[src/rtl/fifo_pkg.sv]
// Shared sizing helpers and status record for the synchronous and asynchronous FIFOs.
package fifo_pkg;

  // Count field is sized for the largest FIFO in the codebase; instances use the low bits.
  localparam int unsigned CountFieldWidth = 16;

  function automatic int unsigned addr_width(input int unsigned data_width,
                                             input int unsigned depth);
    return $clog2(data_width * depth);
  endfunction

  function automatic int unsigned count_width(input int unsigned depth);
    return $clog2(depth) + 1;
  endfunction

  typedef struct packed {
    logic [CountFieldWidth-1:0] count;
    logic                       empty;
    logic                       full;
    logic                       almost_full;
    logic                       overflow;
    logic                       underflow;
  } fifo_status_t;

endpackage

[src/rtl/fifo_pointer.sv]
// Wrap-bit pointer: slot index in the low bits, lap parity in the MSB, plus the slot's bit offset.
module fifo_pointer
  import fifo_pkg::*;
#(
  parameter int unsigned DEPTH      = 8,
  parameter int unsigned DATA_WIDTH = 8
) (
  input  logic                                     clk,
  input  logic                                     reset,
  input  logic                                     increment,
  input  logic                                     clear,
  output logic [count_width(DEPTH)-1:0]            ptr,
  output logic [$clog2(DEPTH)-1:0]                 slot,
  output logic [addr_width(DATA_WIDTH, DEPTH)-1:0] bit_offset
);

  localparam int unsigned PtrWidth  = count_width(DEPTH);
  localparam int unsigned SlotWidth = $clog2(DEPTH);
  localparam int unsigned AddrWidth = addr_width(DATA_WIDTH, DEPTH);

  logic [PtrWidth-1:0] ptr_q;

  // DEPTH is a power of two, so natural overflow gives modulo 2*DEPTH.
  always_ff @(posedge clk or posedge reset) begin
    if (reset) begin
      ptr_q <= '0;
    end else if (clear) begin
      ptr_q <= '0;
    end else if (increment) begin
      ptr_q <= ptr_q + PtrWidth'(1);
    end
  end

  assign ptr        = ptr_q;
  assign slot       = ptr_q[SlotWidth-1:0];
  assign bit_offset = AddrWidth'(slot) * AddrWidth'(DATA_WIDTH);

endmodule

[src/rtl/fifo_controller.sv]
// Single-clock FWFT sequencer for fifo_memory: pointers, address generation, handshakes, status.
module fifo_controller
  import fifo_pkg::*;
#(
  parameter int unsigned DATA_WIDTH        = 8,
  parameter int unsigned DEPTH             = 8,
  parameter int unsigned ALMOST_FULL_LEVEL = DEPTH - 2
) (
  input  logic                                     clk,
  input  logic                                     reset,
  input  logic                                     flush,
  input  logic                                     in_valid,
  output logic                                     in_ready,
  output logic                                     out_valid,
  input  logic                                     out_ready,
  output logic                                     mem_write_enable,
  output logic [addr_width(DATA_WIDTH, DEPTH)-1:0] mem_write_address,
  output logic [addr_width(DATA_WIDTH, DEPTH)-1:0] mem_read_address,
  output logic [count_width(DEPTH)-1:0]            count,
  output logic                                     empty,
  output logic                                     full,
  output logic                                     almost_full,
  output logic                                     overflow,
  output logic                                     underflow
);

  localparam int unsigned CountWidth = count_width(DEPTH);
  localparam int unsigned SlotWidth  = $clog2(DEPTH);

  fifo_status_t status_q, status_d;

  logic                  wr_fire, rd_fire;
  logic [CountWidth-1:0] wr_ptr, rd_ptr;
  logic [SlotWidth-1:0]  wr_slot, rd_slot;

  assign in_ready  = !status_q.full;
  assign out_valid = !status_q.empty;

  // Flush discards same-cycle fires; reset gating keeps the write strobe low while held.
  assign wr_fire = in_valid && in_ready && !flush && !reset;
  assign rd_fire = out_valid && out_ready && !flush;

  assign mem_write_enable = wr_fire;

  fifo_pointer #(
    .DEPTH      (DEPTH),
    .DATA_WIDTH (DATA_WIDTH)
  ) u_wr_pointer (
    .clk        (clk),
    .reset      (reset),
    .increment  (wr_fire),
    .clear      (flush),
    .ptr        (wr_ptr),
    .slot       (wr_slot),
    .bit_offset (mem_write_address)
  );

  fifo_pointer #(
    .DEPTH      (DEPTH),
    .DATA_WIDTH (DATA_WIDTH)
  ) u_rd_pointer (
    .clk        (clk),
    .reset      (reset),
    .increment  (rd_fire),
    .clear      (flush),
    .ptr        (rd_ptr),
    .slot       (rd_slot),
    .bit_offset (mem_read_address)
  );

  always_comb begin
    status_d = status_q;
    if (flush) begin
      status_d.count     = '0;
      status_d.overflow  = 1'b0;
      status_d.underflow = 1'b0;
    end else begin
      status_d.count     = status_q.count + CountFieldWidth'(wr_fire)
                                          - CountFieldWidth'(rd_fire);
      status_d.overflow  = status_q.overflow  || (in_valid && status_q.full);
      status_d.underflow = status_q.underflow || (out_ready && status_q.empty);
    end
    status_d.empty       = (status_d.count == '0);
    status_d.full        = (status_d.count == CountFieldWidth'(DEPTH));
    status_d.almost_full = (status_d.count >= CountFieldWidth'(ALMOST_FULL_LEVEL));
  end

  always_ff @(posedge clk or posedge reset) begin
    if (reset) begin
      status_q.count       <= '0;
      status_q.empty       <= 1'b1;
      status_q.full        <= 1'b0;
      status_q.almost_full <= 1'b0;
      status_q.overflow    <= 1'b0;
      status_q.underflow   <= 1'b0;
    end else begin
      status_q <= status_d;
    end
  end

  assign count       = status_q.count[CountWidth-1:0];
  assign empty       = status_q.empty;
  assign full        = status_q.full;
  assign almost_full = status_q.almost_full;
  assign overflow    = status_q.overflow;
  assign underflow   = status_q.underflow;

  // The count-derived flags must agree with the wrap-bit pointer definitions.
  full_matches_ptrs: assert property (@(posedge clk) disable iff (reset)
    status_q.full == ((wr_slot == rd_slot) && (wr_ptr[SlotWidth] != rd_ptr[SlotWidth])));
  empty_matches_ptrs: assert property (@(posedge clk) disable iff (reset)
    status_q.empty == (wr_ptr == rd_ptr));

endmodule

[config.mk]
export PLATFORM = sky130hd
export DESIGN_NAME = fifo_controller
export DESIGN_NICKNAME = d
export VERILOG_FILES = /design/src/rtl/fifo_pkg.sv /design/src/rtl/fifo_pointer.sv /design/src/rtl/fifo_controller.sv
export SDC_FILE = /design/constraint.sdc
export NUM_CORES = 1
export LEC_CHECK = 0
export ABC_AREA = 1
export ABC_CLOCK_PERIOD_IN_PS = 2900
export BUFFER_PORTS_ARGS = -buffer_cell sky130_fd_sc_hd__buf_2
export CORE_MARGIN = 10
export CORE_UTILIZATION = 40
export CTS_BUF_LIST = sky130_fd_sc_hd__clkbuf_16
export DETAILED_ROUTE_END_ITERATION = 8
export PLACE_DENSITY = 0.61
export SYNTH_ARGS = -nofsm -noshare
export SYNTH_HDL_FRONTEND = slang
export SYNTH_HIERARCHICAL = 1
export SYNTH_SLANG_ARGS = --single-unit
[constraint.sdc]
create_clock -name clk -period 2.9 [get_ports clk]
set_clock_uncertainty 0.2 [all_clocks]
set_input_delay 0.87 -clock clk [delete_from_list [all_inputs] [get_ports clk]]
set_output_delay 0.87 -clock clk [all_outputs]
set_load 0.01 [all_outputs]
==> summary.md <==
| Metric | Value |
|---|---|
| Outcome | `finished, final reports clean` |
| Dpl hpwl | `4170 um` |
| Final Instance Area | `between 0.002 and 0.003 mm^2` |
| Yosys warns | `6` |
| Die height | `about 95 um` |
| Initial core utilization | `41.1%` |
| Number of buffers created by CTS | `3` |
| Number of global-route vias before repair | `roughly 2,100` |
| Area of the multi-input gates | `approximately 0.0013 mm^2` |
| Clock tree buffer depth | `2` |
| Total GRT Usage | `12.2%` |
| DRC | `0` |
| Crit path max fanout | `4` |
| CTS H-tree depth | `1` |
| Fill cells | `574` |
| Worst EP arrival | `2.83 ns` |
| WL/cell | `11.3 um` |
| DRT Pass-1 Iters | `5` |
| Pin count of the biggest net entering global routing | `16` |
| RSZ-0062 raised after global routing | `yes` |
| Reg-to-Reg Start | `empty$_DFF_PP1_` |
| Final ANT Viol Nets | `0` |
| Clock Power Share | `10.2%` |
| Gr ovfl total | `0` |
| Max-cap viol count | `0` |
| Switching Share | `51.1%` |
| Drt total wl | `5050 um` |
| DRT iter0 DRCs | `120` |
| CTS Hold Bufs | `0` |
| Leak | `0.00163 uW` |
| Clock Latency Late Sink | `roughly 0.27 ns` |
| Reg area | `677 um^2` |
| Kind of critical path | `primary input to flop` |
| P per Cell Area | `~1200 mW/mm^2` |
| DP Area | `0.00255 mm^2` |
| Vias | `2,036` |
| Mapped Cells | `around 340` |
| Final estimated routing congestion in global placement | `0.861` |
| Area Overhead vs Synth | `20.9%` |
| Die Wd | `95.0 um` |
| Combinational fraction of design power | `73.3%` |
| Mean Syn Cell Area | `6.67 um^2` |
| N_diodes | `0` |
| Number of clock sinks | `27` |
| Core Region | `0.00547 mm^2` |
| Min Tclk post-route | `2.88 ns` |
| Fin crit share | `between 90 and 100%` |
| Fmax | `between 0.3 and 0.4 GHz` |
| Hold Vio Cnt, Final | `0` |
| Pwr Total | `between 3000 and 4000 uW` |
| Hold Path Class | `primary input to asynchronous set/reset pin` |
| Internal Power | `~1600 uW` |
| Die area | `between 0.009 and 0.01 mm^2` |
| IO Port Bufs | `22` |
| Crit. Startpoint | `flush` |
| Post-Syn Area | `0.00225 mm^2` |
| Required @ worst endpoint | `approximately 2.9 ns` |
| Io pins | `29` |
| Drt via density | `4.54` |
| Layout cells sized above 1 | `24.5%` |
| Seq pwr share | `16.5%` |
| Core Rows | `27` |
| Final hold slack | `0.296 ns` |
| CP endpoint kind | `flop` |
| Root Driver | `clkbuf_16` |
| Initial antenna violation count | `0` |
| Reg clk slew, reported paths | `0.07 ns` |
| Switching power | `1660 uW` |
| Setup crit start kind | `primary input` |
| Slew Viols, Final | `0` |
| First-pass GRT wire length | `8970 um` |
| Net count reported at finish | `around 400` |
| CTS tree | `yes` |
| Max IR drop VDD | `365 uV` |
| Final setup violation count | `0` |
[routing by layer]
metal  vias to the layer above  track usage [%]  wire length [um]
li1                       1070                -                 -
met1                       928             14.4              2350
met2                        33             21.6              2450
met3                         5             2.54               196
met4                         0             3.49                56
met5                         -                0                 0
[cell usage in the layout (no fill, tap or decap), drive strengths merged]
| cell | count |
|---|---|
| nand3 | 31 |
| ha | 18 |
| clkinvlp | 1 |
| a21oi | 15 |
| inv | 86 |
| nor2 | 31 |
| buf | 42 |
| clkinv | 1 |
| or2 | 2 |
| nor3 | 4 |
| dfrtp | 26 |
| dfstp | 1 |
| xnor2 | 1 |
| o21ai | 2 |
| conb | 6 |
| nand4 | 2 |
| nand3b | 2 |
| fa | 1 |
| clkbuf | 3 |
| and2 | 2 |
| nand2 | 99 |
[area by class of cell]
class	instances	share of cell area, %
Inverter	87	12.2
Sequential cell	27	24.9
Multi-Input combinational cell	216	46.7
Clock inverter	1	0.184
Timing Repair Buffer	42	9.94
Clock buffer	3	2.76
Tap cell	72	3.31
[per-stage QoR]
step	setup TNS (ns)	setup WS, ns	std cells	util [%]
after global placement	-0.987	-0.289	441	46.6
after CTS	0	0.0397	447	48.9
after detailed placement	-1.33	-0.337	441	46.6
after floorplan	-0.721	-0.236	341	-
final	0	0.0238	448	49.7
after global routing	-0.363	-0.101	448	49.7
[registers in the layout, summed over array words and instances (netlist names)]
register,flops
full,1
count,4
overflow,1
u_wr_pointer/ptr,3
almost_full,1
u_rd_pointer/ptr,3
underflow,1
empty,1
status_q,12
[worst max-delay path, cell delays in order]
cell and delay [ns]:
buf_8 0.08, clkinvlp_4 0.09, nand2_4 0.08, nor2_4 0.04, ha_4 0.26, inv_2 0.03
ha_4 0.15, fa_2 0.38, nand2_4 0.09, a21oi_2 0.09, or2_0 0.21, nand3_1 0.11
nand2_2 0.10, nor3_2 0.17, nand3_1 0.09
[worst paths after layout]
| kind | to | slack (ns) | cells after the start |
|---|---|---|---|
| setup / recovery | almost_full$_DFF_PP0_ | 0.02 | 15 |
| hold / removal | u_rd_pointer/ptr[0]$_DFFE_PP0P_ | 0.30 | 2 |
| setup reg to reg | almost_full$_DFF_PP0_ | 0.26 | 12 |
| hold reg to reg | overflow$_DFF_PP0_ | 0.30 | 2 |
| max in group asynchronous | status_q[11]$_DFF_PP0_ | 1.56 | 3 |
| min in group clk | overflow$_DFF_PP0_ | 0.30 | 2 |
[power groups by stage]
stage | clock (uW) | combinational, uW | sequential (uW)
after floorplan | 0 | 1700 | 536
after global placement | 0 | 2190 | 545
after detailed placement | 0 | 2230 | 547
after CTS | 337 | 2320 | 540
after global routing | 352 | 2730 | 551
final | 330 | 2390 | 538
[repair_timing]
action                                  CTS  global route
resized for setup                         7            10
pin swaps                                 5            13
endpoints found under the setup margin    3             4
gates cloned                              0             0
setup buffers                             2             1
hold endpoints to repair                  0             0
Note: power is estimated with default switching activity, not from simulation.
